<file path="src/rtl/mem_pkg.sv">
// Shared definitions for the 16x32 dual-port memory and its burst read sequencer.
package mem_pkg;

    localparam int MEM_DATA_W = 32;
    localparam int MEM_ADDR_W = 4;

    typedef enum logic [1:0] {
        ST_IDLE  = 2'd0,
        ST_READ  = 2'd1,
        ST_DRAIN = 2'd2
    } rd_state_t;

endpackage

</file>
<file path="src/rtl/rd_skid_fifo.sv">
// Small synchronous FIFO holding returned read words plus their last tag.
// The head entry is presented directly from storage; push and pop may coincide.
module rd_skid_fifo #(
    parameter  int W  = 33,
    parameter  int D  = 4,
    localparam int CW = $clog2(D) + 1
) (
    input  logic          Clk,
    input  logic          Rst,
    input  logic          Push,
    input  logic [W-1:0]  Push_data,
    input  logic          Pop,
    output logic [W-1:0]  Pop_data,
    output logic [CW-1:0] Count,
    output logic          Full,
    output logic          Empty
);

    localparam int PW = $clog2(D);

    logic [W-1:0]  mem_q [D];
    logic [PW-1:0] wr_ptr_q;
    logic [PW-1:0] rd_ptr_q;
    logic          do_push;
    logic          do_pop;

    assign Full     = (Count == CW'(D));
    assign Empty    = (Count == '0);
    assign do_pop   = Pop && !Empty;
    assign do_push  = Push && (!Full || do_pop);
    assign Pop_data = mem_q[rd_ptr_q];

    // Storage is cleared on reset so the stream outputs read as zero afterwards.
    always_ff @(posedge Clk) begin
        if (Rst) begin
            for (int i = 0; i < D; i++) begin
                mem_q[i] <= '0;
            end
            wr_ptr_q <= '0;
            rd_ptr_q <= '0;
            Count    <= '0;
        end else begin
            if (do_push) begin
                mem_q[wr_ptr_q] <= Push_data;
                wr_ptr_q        <= wr_ptr_q + 1'b1;
            end
            if (do_pop) begin
                rd_ptr_q <= rd_ptr_q + 1'b1;
            end
            Count <= Count + CW'(do_push) - CW'(do_pop);
        end
    end

endmodule

</file>
<file path="src/rtl/mem_burst_reader.sv">
// Burst read sequencer: issues wrapping reads into the memory, absorbs its
// one-cycle read latency and streams the words out on a valid/ready port.
//
// Handshake: a stream word transfers on every rising edge where Out_valid and
// Out_ready are both high; Out_valid/Out_data/Out_last hold while valid && !ready.
module mem_burst_reader
    import mem_pkg::*;
#(
    parameter int DATA_W = MEM_DATA_W,
    parameter int ADDR_W = MEM_ADDR_W,
    parameter int FIFO_D = 4
) (
    input  logic              Clk,
    input  logic              Rst,
    input  logic              Start,
    input  logic [ADDR_W-1:0] Start_addr,
    input  logic [ADDR_W:0]   Burst_len,
    output logic              Busy,
    output logic              Done,
    output logic              Rd_en,
    output logic [ADDR_W-1:0] Rd_addr,
    input  logic [DATA_W-1:0] Mem_data,
    output logic              Out_valid,
    input  logic              Out_ready,
    output logic [DATA_W-1:0] Out_data,
    output logic              Out_last,
    output rd_state_t         Dbg_state
);

    localparam int CW = $clog2(FIFO_D) + 1;
    localparam int LW = ADDR_W + 1;

    rd_state_t         state_q;
    rd_state_t         state_d;
    logic [ADDR_W-1:0] addr_q;
    logic [LW-1:0]     remaining_q;
    logic [CW-1:0]     pending_q;
    logic              rd_last_q;
    logic              cap_en_q;
    logic              cap_last_q;

    logic [CW-1:0]     fifo_count;
    logic              fifo_full;
    logic              fifo_empty;
    logic [DATA_W:0]   fifo_head;
    logic              pop;

    logic              issue;
    logic              issue_last;
    logic [ADDR_W-1:0] issue_addr;
    logic              load;
    logic              done_d;
    logic              accept;
    logic              room;
    logic [CW:0]       occupancy;

    assign Out_valid             = !fifo_empty;
    assign {Out_last, Out_data}  = fifo_head;
    assign pop                   = Out_valid && Out_ready;
    assign accept                = (state_q == ST_IDLE) && Start;
    assign Dbg_state             = state_q;

    // Reads in flight count against buffer space so a capture always finds room.
    assign occupancy = {1'b0, fifo_count} + {1'b0, pending_q};
    assign room      = !fifo_full && (occupancy < (CW + 1)'(FIFO_D));

    always_comb begin
        state_d    = state_q;
        issue      = 1'b0;
        issue_last = 1'b0;
        issue_addr = addr_q;
        load       = 1'b0;
        done_d     = 1'b0;
        case (state_q)
            ST_IDLE: begin
                if (Start) begin
                    if (Burst_len != '0) begin
                        load       = 1'b1;
                        issue      = 1'b1;
                        issue_addr = Start_addr;
                        issue_last = (Burst_len == LW'(1));
                        state_d    = ST_READ;
                    end else begin
                        done_d = 1'b1;
                    end
                end
            end
            ST_READ: begin
                if (remaining_q != '0 && room) begin
                    issue      = 1'b1;
                    issue_last = (remaining_q == LW'(1));
                end
                if (remaining_q == '0) begin
                    state_d = ST_DRAIN;
                end
            end
            ST_DRAIN: begin
                // Finish in the cycle the last word leaves the buffer.
                if (pending_q == '0 && (fifo_empty || (fifo_count == CW'(1) && pop))) begin
                    done_d  = 1'b1;
                    state_d = ST_IDLE;
                end
            end
            default: state_d = ST_IDLE;
        endcase
    end

    always_ff @(posedge Clk) begin
        if (Rst) begin
            state_q <= ST_IDLE;
        end else begin
            state_q <= state_d;
        end
    end

    always_ff @(posedge Clk) begin
        if (Rst) begin
            addr_q      <= '0;
            remaining_q <= '0;
            pending_q   <= '0;
            Rd_en       <= 1'b0;
            Rd_addr     <= '0;
            rd_last_q   <= 1'b0;
            cap_en_q    <= 1'b0;
            cap_last_q  <= 1'b0;
            Done        <= 1'b0;
            Busy        <= 1'b0;
        end else begin
            if (load) begin
                addr_q      <= Start_addr + ADDR_W'(1);
                remaining_q <= Burst_len - LW'(1);
            end else if (issue) begin
                addr_q      <= addr_q + ADDR_W'(1);
                remaining_q <= remaining_q - LW'(1);
            end
            Rd_en     <= issue;
            rd_last_q <= issue_last;
            if (issue) begin
                Rd_addr <= issue_addr;
            end
            // Memory data is valid the cycle after Rd_en; only those cycles capture.
            cap_en_q   <= Rd_en;
            cap_last_q <= rd_last_q;
            pending_q  <= pending_q + CW'(issue) - CW'(cap_en_q);
            Done       <= done_d;
            if (accept) begin
                Busy <= 1'b1;
            end else if (Done) begin
                Busy <= 1'b0;
            end
        end
    end

    rd_skid_fifo #(
        .W (DATA_W + 1),
        .D (FIFO_D)
    ) u_fifo (
        .Clk       (Clk),
        .Rst       (Rst),
        .Push      (cap_en_q),
        .Push_data ({cap_last_q, Mem_data}),
        .Pop       (pop),
        .Pop_data  (fifo_head),
        .Count     (fifo_count),
        .Full      (fifo_full),
        .Empty     (fifo_empty)
    );

endmodule

</file>
<file path="config.mk">
export PLATFORM = sky130hd
export DESIGN_NAME = mem_burst_reader
export DESIGN_NICKNAME = d
export VERILOG_FILES = /design/src/rtl/mem_pkg.sv /design/src/rtl/rd_skid_fifo.sv /design/src/rtl/mem_burst_reader.sv
export SDC_FILE = /design/constraint.sdc
export NUM_CORES = 1
export LEC_CHECK = 0
export CAP_MARGIN = 25
export CORE_ASPECT_RATIO = 1.5
export CORE_UTILIZATION = 40
export CTS_CLUSTER_SIZE = 25
export DETAILED_ROUTE_END_ITERATION = 16
export SLEW_MARGIN = 25
export SYNTH_ARGS = -nofsm -noshare
export SYNTH_HDL_FRONTEND = slang
export SYNTH_SLANG_ARGS = --single-unit
export TNS_END_PERCENT = 30
</file>
<file path="constraint.sdc">
create_clock -name Clk -period 3.3 [get_ports Clk]
set_input_delay 0.99 -clock Clk [delete_from_list [all_inputs] [get_ports Clk]]
set_output_delay 0.99 -clock Clk [all_outputs]
set_load 0.02 [all_outputs]
</file>
-- After elaboration in Yosys (flattened, before gate mapping)
Memories as Yosys holds them, arrays and structs flattened. A register that Yosys moved wholly into a read port is not among the register bits.
Cells that the tools add are included.
- reduce and logical (&&, ||, !) cells: 22
- add/sub/neg operators: 11
- $lt $le $gt $ge: 1
- equal/unequal tests: 10
- muxes and demuxes: 37
- operators with widths (cell ; count):
    two-way mux 33 bit ; 1
    OR reduction 33 bit ; 1
    two-way mux 4 bit ; 5
    two-way mux 1 bit ; 18
    two-way mux 2 bit ; 7
    == test 5 x 1 -> 1 bit, second input constant ; 2
    two-way mux 5 bit ; 2
    nonzero test 5 bit ; 2
    subtractor 5 x 1 -> 5 bit, second input constant ; 2
    adder 4 x 1 -> 4 bit, second input constant ; 2
    logical AND 1 bit ; 8
    adder 3 x 1 -> 3 bit ; 2
    logical NOT 3 bit ; 2
    inequality test 2 bit, second input constant ; 3
    one-hot mux 1 bit (2 select lines) ; 3
    one-hot mux 2 bit (3 select lines) ; 1
    subtractor 3 x 1 -> 3 bit ; 2
    logical NOT 5 bit ; 1
    adder 2 x 1 -> 2 bit, second input constant ; 2
    adder 3 x 3 -> 4 bit ; 1
    < comparator 4 x 3 -> 1 bit, second input constant ; 1
    AND reduction 4 bit ; 1
    nonzero test 2 bit ; 2
    == test 3 x 1 -> 1 bit, second input constant ; 1
    7 further kinds ; 9
- memories kept: 1
- logic and storage cells: 96
- flip-flop bits (word level): 31
- output and inout port bits: 43
- input bits: 45
- memory bits (writable): 132
- memory list (name ; words ; bits a word ; read ports ; clocked after Yosys merged registers in ; write ports ; line ; text):
    u_fifo.mem_q ; 4 ; 33 ; 1 ; 1 ; 4 ; rd_skid_fifo.sv:21 ; logic [W-1:0] mem_q [D];

-- Longest topological paths before layout
- depth after elaboration: 11
- gate-level depth with buffers: 12
- gate-level depth less buffers: 11

-- Cells and area by module
Synthesis repeated with hierarchy kept, for this count alone.
- cell total of the unflattened synthesis: 525
- area total of the unflattened synthesis: 7536.0 µm²
- modules (own cells, without submodules) (module ; instances ; seq. area each (µm²) ; cells an instance ; area each (µm²)):
    rd_skid_fifo ; 1 ; 4144.0 ; 367 ; 6113.4
    mem_burst_reader ; 1 ; 480.5 ; 158 ; 1422.6

-- Least setup slack after synthesis
OpenSTA, ideal clock, no wires.
- kind: in2reg
- from: input Out_ready
- to: memory u_fifo.mem_q[1][0], enable pin
- arrival time: 2707 ps
- buffers on the path: 0
- slack: 163 ps
- library setup time: 430 ps
- stages: 2
- path through: o21ai_1 o21bai_1
- RTL lines (item ; line ; text):
    from (decl) ; mem_burst_reader.sv:24 ; input logic Out_ready,
    to (decl) ; rd_skid_fifo.sv:21 ;

==> metrics.yaml <==
gr-usage-met1_pct: 18.2
ant_nets: 0
drive_above_1_share_pct: 15.9
routed_wl_microns: 15700
syn-num-nets: 614
vias: 4516
syn_inst: 554
grt_pass1_vias: 4772
grtUsageMet2_pct: 33.7
die_h_microns: 167
drt_iter0_drc: 214
tightest_slew_ns: 1.02
cp_top_family: "buffers and inverters"
fin_crit_sh_pct: 95.3
drv_cap: 0
place_congestion: 0.761
die_w_microns: 112
ys_top_cells_by_area: "edfxtp_1 54%, mux4_2 10%, dfxtp_1 9.1%, nor2_1 5.2%, and2_1 2.9%"
die_area_sq_mm: 0.0188
grt_max_degree: 34
max-slew-margin-rel_pct: 32.1
synthesis.area_sq_mm: 0.00728
crit_required_ns: 2.31
drv_slew: 0
pre_cts_slack_ns: -0.0370
cp.depth: 3
avgSynthCellArea_sq_um: 13.1
crit_type: "reg -> out"
violations: "DRC"
start_util_pct: 40.8
via_per_inst: 5.12
gr-max-usage-layer: "met2"
min_path_cells: 1
hold_class: "reg -> reg"
fmax_mhz: 318
crit_arrival_ns: 2.15
clkTransAtPathRegs_ns: 0.07
hold_slack_ns: 0.445
tritoncts: "built"
grt_pass1_wl_microns: 24700
ys_seq_elements: 165
final_net_count: 712
clock_path_buffers: 2
placed_area_sq_mm: 0.00859
yosys.area.top_type: "edfxtp_1"
met3_usage_pct: 4.16
synth.distinct_cells: 51
peakVddDrop_mv: 0.343
cp-start-kind: "flop"
setup_viol: 0
setup_ws_ns: 0.156
port_buffers: 87
wl_per_cell_microns: 17.8
power_per_cell_area_mw_per_mm2: 665
cts_resized: 0
ctsHoldBuffers: 0
worst-path-buf-inv: 2
final_cell_area_sq_mm: 0.00916
p_leak_nw: 3.50
crit_slowest_cell: "mux4_2"
area_growth_pct: 25.8
clk_latency_ns: 0.42
cp_slowest_stage_delay_ns: 0.56
synthArstFlopShare_pct: 0
drc: 3
core_sq_mm: 0.0179
yosys_warnings: 0
numCtsBuffers: 17
postCtsSetupBuffers: 0
cts.sinks: 165
diodes: 0
clock_skew_ns: 0.0147
hpwl_microns: 9750
ys.flop_type: "edfxtp_1"
dr.pass1.iters: 10
synth_edf_count: 132
grt-ovfl-total: 0
boundaryPins: 88
path_cells: "buf_4 -> mux4_2 -> clkdlybuf4s50_1"
rsz0062_at_grt: "false"
ys_seq_area_share_pct: 63.5
hold_viol: 0
clockRootBuffer: "clkbuf_16"
crit_path_end_kind: "output port"
path_max_fanout: 11
worstRegToRegCells: 11
min_period_ns: 3.14
cts_max_level: 4
rows: 60
grt_usage_pct: 17.6
antenna_found_initial: 0
status: "finished with violations"
synth_top_area_share_pct: 54.4
==> area by class of cell <==
type / instances / area [sq um]
Clock buffer: 17 / 425
Clock inverter: 15 / 150
Fill cell: 1573 / 8700
Inverter: 44 / 165
Multi-Input combinational cell: 314 / 2410
Sequential cell: 165 / 4630
Tap cell: 217 / 272
Timing Repair Buffer: 110 / 1120
==> worst register-to-register path: cells and delay by family, from the launching register on <==
family,cells,cell delay (ns)
and+or+nand+nor,5,0.77
adders and majority gates,4,1.09
buffers and inverters,1,0.04
xor gates and xnor gates,1,0.16
DFF,1,0.40
==> power breakdown <==
part	internal, mW	switching [mW]
combinational	0.829	0.822
sequential	2.42	0.104
clock	1.01	0.909
==> sequential cells by signal, summed over array words and instances (netlist names), named ones only <==
register	count
u_fifo.Count	3
cap_last_q	1
u_fifo.rd_ptr_q	2
cap_en_q	1
u_fifo.wr_ptr_q	2
Dbg_state	2
Rd_addr	4
Busy	1
rd_last_q	1
Done	1
u_fifo.mem_q	132
pending_q	3
remaining_q	5
addr_q	4
Rd_en	1
==> stage by stage <==
stage                     instances  setup TNS [ns]  power [mW]  utilization (%)
after floorplan                 554               0        3.57                -
after detailed placement        850         -0.0425        4.24             48.1
after global routing            882               0        6.36             51.3
after CTS                       882               0        6.17             51.3
final                           882               0        6.09             51.3
after global placement          847               0        4.21             47.7
==> final timing paths <==
| path | startpoint | endpoint | slack [ns] |
|---|---|---|---|
| hold / removal | rd_last_q$_SDFF_PP0_ | cap_last_q$_SDFF_PP0_ | 0.44 |
| hold reg to reg | rd_last_q$_SDFF_PP0_ | cap_last_q$_SDFF_PP0_ | 0.44 |
| setup / recovery | flop | Out_data[31] | 0.16 |
| setup reg to reg | u_fifo.Count[2]$_SDFF_PP0_ | pending_q[2]$_SDFF_PP0_ | 0.74 |
==> synthesized netlist by cell type, types with 3 or more instances <==
cell type / number
a211oi_1: 3
a21oi_1: 6
and2_1: 34
and3_4: 3
buf_1: 3
buf_2: 5
clkbuf_1: 21
dfxtp_1: 33
edfxtp_1: 132
ha_1: 13
inv_1: 44
mux4_2: 33
nand2_1: 44
nand2b_1: 4
nand3_1: 7
nor2_1: 100
nor2b_1: 5
nor3_1: 6
xnor2_1: 9
xor2_1: 8
==> per-layer routing <==
metal / part of all wire, % / vias to the layer above / wire length, microns
met3: 5.0 / 21 / 784
met5: 0 / - / 0
met4: 2.0 / 0 / 314
met2: 56 / 111 / 8720
li1: - / 2143 / -
met1: 37 / 2241 / 5850
==> placed cells by master, fill, tap and decap left out, types with 3 or more instances in the layout <==
master | Yosys | final
inv_1 | 44 | 44
xnor2_1 | 9 | 9
edfxtp_1 | 132 | 132
clkbuf_16 | 0 | 17
inv_8 | 0 | 6
inv_6 | 0 | 4
nor4_2 | 2 | 3
a21oi_1 | 6 | 6
clkinv_4 | 0 | 3
xor2_1 | 8 | 8
nand3_1 | 7 | 7
a211oi_1 | 3 | 3
clkdlybuf4s50_1 | 0 | 87
mux4_2 | 33 | 33
and2_1 | 34 | 34
buf_4 | 1 | 17
nand2_1 | 44 | 44
ha_1 | 13 | 13
nor2_1 | 100 | 99
nor3_1 | 6 | 6
nor2b_1 | 5 | 5
dfxtp_1 | 33 | 31
buf_12 | 0 | 3
and3_4 | 3 | 3
==> cells by family (layout without fill, tap and decap cells) <==
family	Yosys count	count (layout)	share of synthesized area, %
and+or+nand+nor	220	220	14.5
DFF	165	165	63.5
buffers and inverters	75	186	4.11
muxes	34	34	10.3
AOI/OAI and AO/OA	28	28	2.77
xor gates and xnor gates	17	17	2.04
adders and majority gates	15	15	2.78
Power figures use the tool's default switching activity.
